File: src/rtl/sdram_pkg.sv
// -----------------------------------------------------------------------------
// sdram_pkg
//   Shared SDRAM controller definitions: command encodings for the
//   {cs_n, ras_n, cas_n, we_n} bus, the refresh scheduler state type and a
//   width helper for counters that must hold 0..max_val.
// -----------------------------------------------------------------------------
package sdram_pkg;

  typedef enum logic [3:0] {
    CMD_NOP     = 4'b0111,
    CMD_ACT     = 4'b0011,
    CMD_RD      = 4'b0101,
    CMD_WR      = 4'b0100,
    CMD_PRECH   = 4'b0010,
    CMD_REFRESH = 4'b0001
  } sdram_cmd_e;

  typedef enum logic [2:0] {
    ST_IDLE,
    ST_PRECH,
    ST_WAIT_RP,
    ST_REF,
    ST_WAIT_RFC
  } ref_state_e;

  // Bits needed to represent 0..max_val (never less than one bit).
  function automatic int cnt_width(input int max_val);
    return (max_val < 1) ? 1 : $clog2(max_val + 1);
  endfunction

endpackage

File: src/rtl/sdram_ref_timer.sv
// -----------------------------------------------------------------------------
// sdram_ref_timer
//   Refresh interval timer and refresh debt bookkeeping.
//   The timer counts 0..T_REFI_CYC-1 while enabled and ticks on wrap; each
//   tick adds one owed refresh, each issued REFRESH (dec) removes one.
//   Debt saturates at MAX_DEBT; a tick arriving at saturation sets the sticky
//   overflow flag, which only rst clears.
// Ports
//   sysclk_100M  in   clock
//   rst          in   async reset, active-high
//   enable       in   0 = timer and debt held at 0
//   dec          in   a REFRESH command is on the bus this cycle
//   debt         out  pending refreshes
//   overflow     out  sticky: refresh lost to saturation
// -----------------------------------------------------------------------------
module sdram_ref_timer
  import sdram_pkg::*;
#(
  parameter int T_REFI_CYC = 780,
  parameter int MAX_DEBT   = 8,
  parameter int DEBT_W     = cnt_width(MAX_DEBT)
) (
  input  logic              sysclk_100M,
  input  logic              rst,
  input  logic              enable,
  input  logic              dec,
  output logic [DEBT_W-1:0] debt,
  output logic              overflow
);

  localparam int TMR_W = cnt_width(T_REFI_CYC - 1);

  logic [TMR_W-1:0] tmr;
  logic             tick;
  logic             debt_full;
  logic             debt_zero;

  assign tick      = enable && (tmr == TMR_W'(T_REFI_CYC - 1));
  assign debt_full = (debt == DEBT_W'(MAX_DEBT));
  assign debt_zero = (debt == '0);

  // NOTE: state registers use non-blocking assignments so every flop samples
  // pre-edge values regardless of statement order.
  always_ff @(posedge sysclk_100M or posedge rst) begin
    if (rst) begin
      tmr      <= '0;
      debt     <= '0;
      overflow <= 1'b0;
    end else if (!enable) begin
      tmr  <= '0;
      debt <= '0;
    end else begin
      tmr <= tick ? '0 : tmr + 1'b1;
      if (tick && debt_full) overflow <= 1'b1;
      // Coincident tick and REFRESH cancel out.
      if (tick && !dec) begin
        if (!debt_full) debt <= debt + 1'b1;
      end else if (dec && !tick) begin
        if (!debt_zero) debt <= debt - 1'b1;
      end
    end
  end

endmodule

File: src/rtl/sdram_refresh_sched.sv
// -----------------------------------------------------------------------------
// sdram_refresh_sched
//   SDRAM auto-refresh scheduler. Requests the arbiter while refreshes are
//   owed, and once granted issues an optional PRECHARGE-ALL followed by up to
//   BURST_MAX AUTO REFRESH commands, spacing them by tRP / tRFC.
// Ports
//   sysclk_100M           in   clock
//   rst                   in   async reset, active-high
//   enable                in   from init engine; 0 = idle, timer/debt cleared
//   arbit_refresh_req     out  request to arbiter (combinational)
//   arbit_refresh_urgent  out  debt >= URGENT_LVL
//   arbit_refresh_ack     in   grant, held until refresh_end
//   refresh_end           out  1-cycle pulse in the last cycle of the grant
//   cmd_reg               out  {cs_n,ras_n,cas_n,we_n}
//   sdram_a10             out  1 during PRECHARGE (all banks)
//   refresh_debt          out  pending refreshes
//   debt_overflow         out  sticky: tick arrived at MAX_DEBT
// -----------------------------------------------------------------------------
module sdram_refresh_sched
  import sdram_pkg::*;
#(
  parameter int  T_REFI_CYC = 780,
  parameter int  T_RP_CYC   = 2,
  parameter int  T_RFC_CYC  = 7,
  parameter int  MAX_DEBT   = 8,
  parameter int  URGENT_LVL = 6,
  parameter int  BURST_MAX  = 4,
  parameter bit  PRECH_EN   = 1'b1,
  localparam int DEBT_W     = cnt_width(MAX_DEBT)
) (
  input  logic              sysclk_100M,
  input  logic              rst,
  input  logic              enable,
  output logic              arbit_refresh_req,
  output logic              arbit_refresh_urgent,
  input  logic              arbit_refresh_ack,
  output logic              refresh_end,
  output logic [3:0]        cmd_reg,
  output logic              sdram_a10,
  output logic [DEBT_W-1:0] refresh_debt,
  output logic              debt_overflow
);

  localparam int WAIT_MAX = (T_RP_CYC > T_RFC_CYC) ? T_RP_CYC : T_RFC_CYC;
  localparam int WAIT_W   = cnt_width(WAIT_MAX);
  localparam int BURST_W  = cnt_width(BURST_MAX);

  ref_state_e         state, state_nx;
  logic [WAIT_W-1:0]  wait_cnt;
  logic [BURST_W-1:0] burst_cnt;
  logic               debt_nz;
  logic               wait_last_rp;
  logic               wait_last_rfc;
  logic               burst_more;
  logic               in_wait;

  sdram_ref_timer #(
    .T_REFI_CYC (T_REFI_CYC),
    .MAX_DEBT   (MAX_DEBT),
    .DEBT_W     (DEBT_W)
  ) u_timer (
    .sysclk_100M (sysclk_100M),
    .rst         (rst),
    .enable      (enable),
    .dec         (state == ST_REF),
    .debt        (refresh_debt),
    .overflow    (debt_overflow)
  );

  assign debt_nz = (refresh_debt != '0);
  assign in_wait = (state == ST_WAIT_RP) || (state == ST_WAIT_RFC);

  // wait_cnt is 0 in the first wait cycle, so the last wait cycle before the
  // next command is spacing-2 (the command cycle itself counts as one).
  assign wait_last_rp  = (wait_cnt == WAIT_W'(T_RP_CYC - 2));
  assign wait_last_rfc = (wait_cnt == WAIT_W'(T_RFC_CYC - 2));
  assign burst_more    = debt_nz && (burst_cnt < BURST_W'(BURST_MAX));

  assign arbit_refresh_req    = (state == ST_IDLE) && debt_nz && enable && !arbit_refresh_ack;
  assign arbit_refresh_urgent = (refresh_debt >= DEBT_W'(URGENT_LVL));
  assign refresh_end          = (state == ST_WAIT_RFC) && wait_last_rfc && !burst_more;

  // Ack is only consulted in IDLE: once started, the sequence always runs to
  // completion so tRFC is honoured even if the arbiter misbehaves.
  always_comb begin
    // NOTE: default first so no path leaves state_nx unassigned (no latch).
    state_nx = state;
    case (state)
      ST_IDLE:     if (arbit_refresh_ack && debt_nz) state_nx = PRECH_EN ? ST_PRECH : ST_REF;
      ST_PRECH:    state_nx = (T_RP_CYC > 1) ? ST_WAIT_RP : ST_REF;
      ST_WAIT_RP:  if (wait_last_rp) state_nx = ST_REF;
      ST_REF:      state_nx = (T_RFC_CYC > 1) ? ST_WAIT_RFC : ST_IDLE;
      ST_WAIT_RFC: if (wait_last_rfc) state_nx = burst_more ? ST_REF : ST_IDLE;
      default:     state_nx = ST_IDLE;
    endcase
  end

  // Command outputs are registered from the next state so the bus is driven
  // glitch-free from a flop in the same cycle the FSM enters the state.
  always_ff @(posedge sysclk_100M or posedge rst) begin
    if (rst) begin
      state     <= ST_IDLE;
      cmd_reg   <= CMD_NOP;
      sdram_a10 <= 1'b0;
      wait_cnt  <= '0;
      burst_cnt <= '0;
    end else begin
      state     <= state_nx;
      sdram_a10 <= (state_nx == ST_PRECH);
      case (state_nx)
        ST_PRECH: cmd_reg <= CMD_PRECH;
        ST_REF:   cmd_reg <= CMD_REFRESH;
        default:  cmd_reg <= CMD_NOP;
      endcase
      wait_cnt <= (in_wait && state_nx == state) ? wait_cnt + 1'b1 : '0;
      if (state == ST_IDLE)     burst_cnt <= '0;
      else if (state == ST_REF) burst_cnt <= burst_cnt + 1'b1;
    end
  end

endmodule

File: config.mk
export PLATFORM = sky130hd
export DESIGN_NAME = sdram_refresh_sched
export DESIGN_NICKNAME = d
export VERILOG_FILES = /design/src/rtl/sdram_pkg.sv /design/src/rtl/sdram_ref_timer.sv /design/src/rtl/sdram_refresh_sched.sv
export SDC_FILE = /design/constraint.sdc
export NUM_CORES = 1
export LEC_CHECK = 0
export CAP_MARGIN = 20
export CELL_PAD_IN_SITES_DETAIL_PLACEMENT = 1
export CELL_PAD_IN_SITES_GLOBAL_PLACEMENT = 1
export CORE_MARGIN = 4
export CORE_UTILIZATION = 39
export DETAILED_ROUTE_END_ITERATION = 6
export PLACE_DENSITY = 0.82
export SLEW_MARGIN = 40
export SYNTH_ARGS = -nofsm -noshare
export SYNTH_HDL_FRONTEND = slang
export SYNTH_SLANG_ARGS = --single-unit
File: constraint.sdc
create_clock -name sysclk_100M -period 1.9 [get_ports sysclk_100M]
set_input_delay 0.38 -clock sysclk_100M [delete_from_list [all_inputs] [get_ports sysclk_100M]]
set_output_delay 0.38 -clock sysclk_100M [all_outputs]
set_load 0.1 [all_outputs]
==> results of run 1 <==
## worst max-delay path: cells and delay by family (launching register included)
family,cells,cell delay (ns)
buffers and inverters,1,0.16
DFF,1,0.49
and+or+nand+nor,2,0.71
## Yosys cell counts, drive strengths merged, types with 4 or more instances
library cell	number	share of area, %
dfrtp	25	41
nand2b	4	1.6
xnor2	9	5.1
nand3	6	2.3
and2	4	1.6
buf	4	2.7
and3	5	2.1
ha	7	5.7
nand2	10	2.4
nor2	17	4.2
inv	7	1.7
nor3	4	1.3
xor2	6	3.4
## repair_timing
| item | in CTS | in global routing |
|---|---|---|
| setup buffers | 1 | 4 |
| pin swaps | 4 | 7 |
| endpoints found under the setup margin | 4 | 5 |
| resized for setup | 6 | 10 |
| hold endpoints to repair | 0 | 0 |
## layer usage
| metal | vias to the layer above | GRT usage [%] | wire length (um) |
|---|---|---|---|
| met5 | - | 0 | 0 |
| met4 | 0 | 4.59 | 34 |
| met3 | 4 | 2.27 | 86 |
| met2 | 13 | 30.9 | 2130 |
| met1 | 596 | 20.9 | 1670 |
| li1 | 563 | - | - |
## final timing paths
| check | depth (start not counted) | to | startpoint | slack (ns) |
|---|---|---|---|---|
| max | 3 | arbit_refresh_req | u_timer.debt[2] | -0.12 |
| min | 3 | u_timer.tmr[5] | rst | 0.46 |
| max reg2reg | 6 | u_timer.debt[3] | u_timer.tmr[6] | -0.08 |
| min reg2reg | 1 | burst_cnt[0] | burst_cnt[0] | 0.50 |
| max in group asynchronous | 3 | cmd_reg[0] | rst | 1.13 |
| min in group sysclk_100M | 1 | burst_cnt[0] | burst_cnt[0] | 0.50 |
## cell families (layout without fill, tap and decap cells)
family,after synthesis,in the layout,synth area share (%)
AO/OA/AOI/OAI,16,16,7.67
XOR/XNOR,15,15,8.56
adder cells (fa/ha/maj),7,7,5.71
buffers and inverters,12,51,4.65
flip-flops,28,28,45.9
multiplexers,3,3,2.77
other,1,1,0.244
AND/OR/NAND/NOR,62,62,24.5
## power groups by stage
stage,Clock (mW),Sequential (mW),Combinational [mW]
after floorplan,0,0.616,0.0350
after global placement,0,0.616,0.0586
after detailed placement,0,0.616,0.0607
after CTS,0.486,0.604,0.0602
after global routing,0.517,0.605,0.0663
final,0.481,0.604,0.0590
## area by class of cell
| class | instances | area (um^2) | area share, % |
|---|---|---|---|
| multi-input combinational | 104 | 853 | 39.5 |
| sequential | 28 | 716 | 33.1 |
| timing repair buffer | 40 | 435 | 20.1 |
| tap | 48 | 60.1 | 2.78 |
| clock buffer | 3 | 41.3 | 1.91 |
| clock inverter | 1 | 30.0 | 1.39 |
| inverter | 7 | 26.3 | 1.22 |
## per-stage QoR
stage | setup WS (ns) | instances | total power [mW] | instance area, um^2 | hold WS [ns]
after global placement | -0.300 | 222 | 0.674 | 2000 | 0.462
after CTS | -0.160 | 227 | 1.15 | 2100 | 0.483
after detailed placement | -0.466 | 222 | 0.676 | 2000 | 0.488
after floorplan | -0.106 | 144 | 0.651 | 1590 | 0.443
after global routing | -0.197 | 231 | 1.19 | 2160 | 0.497
final | -0.116 | 231 | 1.14 | 2160 | 0.461
==> impl_metrics.toml, run 1 <==
[power_and_ir_drop]
swShare_pct = 20.9
p_int_mw = 0.905
seqPwrFrac_pct = 52.8
p_leak_nw = 0.974
ir_drop_uv = 268
pwr-share-comb_pct = 5.2
clock_power_share_pct = 42.0
p_per_area_nw_per_um2 = 529
switchingPower_mw = 0.239

[min_path]
hold_class = "in -> async"

[floorplan]
die_w_um = 70.7
ios = 17
dieHeight_um = 70.7
dieArea_um2 = 5000
rows = 22
coreArea_um2 = 3740
initial_core_util_pct = 41.0

[cts]
root_buffer = "clkbuf_8"
cts_hold_buffers = 0
cts_tree = "built"
cts_max_path_buffers = 2
clkTransAtPathRegs_ns = 0.10
htree_levels = 1
cts_buffers = 3
clock_latency_ns = 0.28
cts.sinks = 28

[cells_and_area]
final_common_cell = "buf_4"
regMostFlops = "u_timer.tmr"
largest_register_ff_count = 10
antenna_cells = 0
reg.largest.list = "u_timer.tmr: 10 flops, u_timer.debt: 4 flops"
syn_to_final_growth_pct = 40.9
final_util_pct = 57.8
final_nets = 195
num-fill-cells = 426
drive_gt1_share_pct = 39.9
final_cell_mix = "26 x buf_4, 18 x dfrtp_1, 17 x nor2_1"

[timing]
setup_ws_ns = -0.116
hold_viol = 0
finalSetupTns_ns = -0.315
post-route-period-util_pct = 106
setup_viol = 4
finClkSkew_ns = 0.00595
rsz0062_at_grt = "yes"
period_needed_ns = 2.02
slew_viol_final = 0
fmax_mhz = 496

[routing]
ant_nets = 0
wl_per_cell_um = 16.9
num_vias = 1176
drc = 0
first_iter_violations = 37
drt_pass1_iterations = 4
vias_per_cell = 5.09
wl_mm = 3.91

[synth]
ys.flop_type = "dfrtp_1"
synth_area_um2 = 1530
synth_seq_cells = 28
async_flop_share_pct = 100
synth_edf_count = 0
avgSynthCellArea_um2 = 10.7
ys_warn_count = 0
ys_types = 43
seq_area_frac_synth_pct = 45.9
syn_inst = 144
postSynthNetCount = 155

[worst_setup_path]
critPathArrivalTime_ns = 1.64
crit_type = "reg -> out"
crit_required_ns = 1.52
crit_slowest_cell = "dfrtp_2"
crit_chain = "nor4_2, and4bb_4, buf_12"
startpoint_type = "flop"
crit_path_max_incr_delay_ns = 0.49
critPathMaxFanout = 4
cp-end-kind = "output pin"

[outcome]
violations = "negative setup slack"
status = "complete, but fails checks"

[grt]
grt_max_degree = 29
antenna_found_initial = 0
track_usage_pct = 17.0
grt_pass1_vias = 1333
grt_pass1_wl_mm = 6.72
overflow = 0

[placement]
routabilityCongestion = 0.858
portBuffers = 15
dp_hpwl_mm = 2.89

[run]
maxCapViolCount = 0
Note: power is estimated with default switching activity, not from simulation.
==> run 2: changes to the inputs <==
--- a/config.mk
+++ b/config.mk
@@ -9,5 +9,5 @@
 export CELL_PAD_IN_SITES_DETAIL_PLACEMENT = 1
 export CELL_PAD_IN_SITES_GLOBAL_PLACEMENT = 1
-export CORE_MARGIN = 4
+export CORE_MARGIN = 1
 export CORE_UTILIZATION = 39
 export DETAILED_ROUTE_END_ITERATION = 6
==> constraint.sdc (replaced) <==
create_clock -name sysclk_100M -period 1.9 [get_ports sysclk_100M]
set_input_delay 0.38 -clock sysclk_100M [delete_from_list [all_inputs] [get_ports sysclk_100M]]
set_output_delay 0.38 -clock sysclk_100M [all_outputs]
set_load 0.02 [all_outputs]
==> impl_metrics.toml, run 2 (synthesized netlist as in run 1, its figures left out) <==
[outcome]
status = "complete, but fails checks"
violations = "negative setup slack"

[power_and_ir_drop]
power_mw = 1.15
ir_drop_uv = 360
p_leak_nw = 1.08
p_per_area_nw_per_um2 = 523

[placement]
dpl_cell_area_um2 = 1950
routabilityCongestion = 0.864
dp_hpwl_mm = 2.96
portBuffers = 15
placed_cells = 233

[floorplan]
ios = 17
die_w_um = 64.7
coreArea_um2 = 3720
initial_core_util_pct = 41.3
dieArea_um2 = 4190
dieHeight_um = 64.7
rows = 22

[routing]
num_vias = 1263
ant_nets = 0
wl_mm = 4.49
wl_met1_mm = 1.77
met3_length_um = 96
vias_per_cell = 5.11
wl_met2_mm = 2.46
drc = 0
wl_per_cell_um = 18.2
drt_pass1_iterations = 3
top_layer = "met4"
first_iter_violations = 19

[timing]
post-route-period-util_pct = 116
rsz0062_at_grt = "yes"
setup_ws_ns = -0.302
hold_viol = 0
finalSetupTns_ns = -0.430
fmax_mhz = 454
whs_ns = 0.458
setup_viol = 4
slew_viol_final = 0
period_needed_ns = 2.20
finClkSkew_ns = 0.00876

[grt]
grt_max_degree = 29
track_usage_pct = 22.1
grt_pass1_wl_mm = 6.83
grt_pass1_vias = 1447
antenna_found_initial = 0
overflow = 0

[cells_and_area]
antenna_cells = 0
reg.largest.list = "u_timer.tmr: 10 flops, u_timer.debt: 4 flops"
final_common_cell = "buf_4"
drive_gt1_share_pct = 37.2
syn_to_final_growth_pct = 42.7
regMostFlops = "u_timer.tmr"
stdcell_count = 247
final_cell_mix = "40 x buf_4, 24 x dfrtp_1, 17 x nor2_1"
final_nets = 211
largest_register_ff_count = 10
num-fill-cells = 413
fin_area_um2 = 2190

[cts]
clkTransAtPathRegs_ns = 0.10
cts.sinks = 28
cts_tree = "built"
cts_max_path_buffers = 2
htree_levels = 1
root_buffer = "clkbuf_8"
cts_buffers = 3
clock_latency_ns = 0.29

[worst_setup_path]
cp-end-kind = "flop"
crit_required_ns = 2.07
critPathMaxFanout = 3
crit_type = "reg -> reg"
r2r_slack_ns = -0.30
critPathArrivalTime_ns = 2.37
r2r_cells = 6
startpoint_type = "flop"

[run]
maxCapViolCount = 0

[min_path]
hold_class = "in -> async"
-- run 2: cell types whose count changed in the layout (fill, tap and decap cells not counted), moves of 5 or more --
cell and change:
clkdlybuf4s50_1 +7, dfrtp_2 -5, dfrtp_1 +6, buf_12 -10, buf_4 +14
-- run 2: per-stage QoR --
stage | util (%) | setup slack [ns]
floorplan | - | 0.0153
global placement | 52.5 | -0.331
detailed placement | 52.5 | -0.536
CTS | 56.1 | -0.0842
global route | 58.9 | -0.362
finish | 58.9 | -0.302
-- run 2: report_power, final --
part / internal, mW / switching [mW]
sequential: 0.601 / 0.00379
combinational: 0.0258 / 0.0319
clock: 0.283 / 0.201
total: 0.910 / 0.237
-- run 2: layer usage --
metal / global-route usage (%) / vias to the layer above
met4: 8.89 / 0
met1: 25.2 / 642
li1: - / 592
met5: 0 / -
met3: 2.82 / 13
met2: 41.1 / 16
-- run 2: cell type report --
| cell class | instances | area (um^2) | area share (%) |
|---|---|---|---|
| Timing Repair Buffer | 56 | 457 | 20.9 |
| Tap cell | 48 | 60.1 | 2.74 |
| Clock buffer | 3 | 41.3 | 1.89 |
| Sequential cell | 28 | 706 | 32.2 |
| Multi-Input combinational cell | 104 | 870 | 39.7 |
| Inverter | 7 | 26.3 | 1.20 |
| Clock inverter | 1 | 30.0 | 1.37 |
-- run 2: what timing repair did --
action	CTS	global route
setup endpoints to repair	6	8
resized for setup	21	14
cloned	0	0
hold buffers	0	0
pin swaps	6	9
setup buffers	4	6
-- run 2: path summary, 6_finish.rpt --
check	startpoint	endpoint
max	u_timer.tmr[5]	u_timer.debt[3]
max reg2reg	u_timer.tmr[5]	u_timer.debt[3]
min reg2reg	burst_cnt[0]	burst_cnt[0]
min	rst	u_timer.tmr[2]
max in group asynchronous	rst	cmd_reg[0]
min in group sysclk_100M	burst_cnt[0]	burst_cnt[0]
-- run 2: critical path, stage by stage, from the launching register on --
cell and delay [ns]:
dfrtp_1 0.44, nor4b_4 0.37, nand4_4 0.16, ha_4 0.34, a311oi_2 0.10, a211oi_2 0.32, mux2i_1 0.35
==> run 3: changes to the inputs <==
Settings changed: GPL_TIMING_DRIVEN set to 0, TNS_END_PERCENT set to 1.
==> impl_metrics.toml, run 3 (synthesized netlist as in run 1, its figures left out) <==
[routing]
ant_nets = 0
first_iter_violations = 20
num_vias = 1107
wl_mm = 3.61
drt_pass1_iterations = 4
wl_per_cell_um = 16.6
drc = 0
vias_per_cell = 5.10

[floorplan]
rows = 22
die_w_um = 64.7
dieHeight_um = 64.7
ios = 17
dieArea_um2 = 4190
initial_core_util_pct = 41.3
coreArea_um2 = 3720

[worst_setup_path]
r2r-start = "u_timer.tmr[6]"
r2r-end = "u_timer.debt[2]"
startpoint = "u_timer.tmr[6]"
crit_type = "reg -> reg"
cp-end-kind = "flop"
crit_required_ns = 2.05
setup.worst_path.end = "u_timer.debt[2]"
critPathMaxFanout = 4
critPathArrivalTime_ns = 2.19
r2r_slack_ns = -0.14
startpoint_type = "flop"
r2r_cells = 7

[grt]
grt_pass1_wl_mm = 6.04
overflow = 0
grt_max_degree = 29
antenna_found_initial = 0
grt_pass1_vias = 1265
track_usage_pct = 19.2

[cts]
cts.sinks = 28
cts_tree = "built"
clkTransAtPathRegs_ns = 0.09
clock_latency_ns = 0.27
root_buffer = "clkbuf_8"
htree_levels = 1
cts_hold_buffers = 0
cts_max_path_buffers = 2
cts_buffers = 3

[cells_and_area]
final_nets = 181
regMostFlops = "u_timer.tmr"
drive_gt1_share_pct = 28.4
final_util_pct = 52.0
reg.largest.list = "u_timer.tmr: 10 flops, u_timer.debt: 4 flops"
fin_area_um2 = 1930
largest_register_ff_count = 10
final_cell_mix = "20 x dfrtp_1, 17 x nor2_1, 11 x clkdlybuf4s50_1"
antenna_cells = 0
final_common_cell = "dfrtp_1"
syn_to_final_growth_pct = 25.9

[timing]
setup_viol = 4
hold_viol = 0
whs_ns = 0.485
finClkSkew_ns = 0.00292
relSlewSlack_pct = 60.8
slew_viol_final = 0
fmax_mhz = 489
setup_ws_ns = -0.145
worst_pin_slew_ns = 0.587
rsz0062_at_grt = "yes"
period_needed_ns = 2.04
post-route-period-util_pct = 108

[power_and_ir_drop]
ir_drop_uv = 242
power_mw = 1.01
p_leak_nw = 0.855
p_per_area_nw_per_um2 = 524

[placement]
portBuffers = 15
dpl_cell_area_um2 = 1760
dp_slack_ns = -0.595
dp_hpwl_mm = 2.43
routabilityCongestion = 0.829

[min_path]
hold_class = "in -> async"

[run]
maxCapViolCount = 0

[outcome]
violations = "negative setup slack"
status = "complete, but fails checks"
## run 3: changes by cell type in the layout (fill, tap and decap cells not counted), sizes merged
cell	change
clkdlybuf4s50	+2
bufinv	-1
dlymetal6s2s	-1
dlygate4sd2	-1
buf	-31
clkbuf	+2
## run 3: per-layer routing
| layer | up-vias | part of all wire [%] | track usage [%] | wire (um) |
|---|---|---|---|---|
| met5 | - | 0 | 0 | 0 |
| met4 | 0 | 2.7 | 7.22 | 99 |
| met3 | 8 | 1.7 | 2.29 | 60 |
| met2 | 11 | 56 | 37.0 | 2030 |
| met1 | 551 | 39 | 21.1 | 1420 |
| li1 | 537 | - | - | - |
## run 3: through the flow
step	setup TNS, ns	instances
3_5_place_dp	-2.33	207
3_3_place_gp	-1.87	207
6_report	-0.259	217
4_1_cts	-0.254	217
2_1_floorplan	0	144
5_1_grt	-0.696	217
## run 3: repair_timing
item                                    in CTS  in global routing
endpoints found under the setup margin       6                  5
pin swaps                                    7                  1
setup buffers                                6                  0
gates resized for setup                     26                  6
## run 3: how the worst min path moves through the flow
stage | startpoint | to | slack [ns] | cells after the start
floorplan | rst | burst_cnt[0] | 0.44 | 1
global placement | wait_cnt[0] | wait_cnt[0] | 0.47 | 1
detailed placement | u_timer.overflow | u_timer.overflow | 0.49 | 1
CTS | rst | u_timer.tmr[0] | 0.50 | 2
global route | u_timer.overflow | u_timer.overflow | 0.54 | 1
finish | rst | u_timer.tmr[0] | 0.48 | 2
## run 3: final cells by class
type	count	area [um^2]
Sequential cell	28	711
Buffer	5	46.3
Timing Repair Buffer	21	185
Clock buffer	4	55.1
Fill cell	425	1790
Tap cell	48	60.1
Inverter	7	26.3
Multi-Input combinational cell	104	847
## run 3: worst max-delay path, cell delays in order (launching register included)
cell and delay [ns]:
dfrtp_2 0.44, nor4b_4 0.37, nand4_4 0.18, xor2_1 0.19, ha_1 0.22, a21oi_1 0.22
xor2_1 0.21, o21ai_1 0.11
## run 3: power by group
| part | internal (mW) | total [mW] | switching (mW) |
|---|---|---|---|
| Sequential | 0.601 | 0.606 | 0.00549 |
| Clock | 0.185 | 0.361 | 0.176 |
| Combinational | 0.0166 | 0.0440 | 0.0274 |
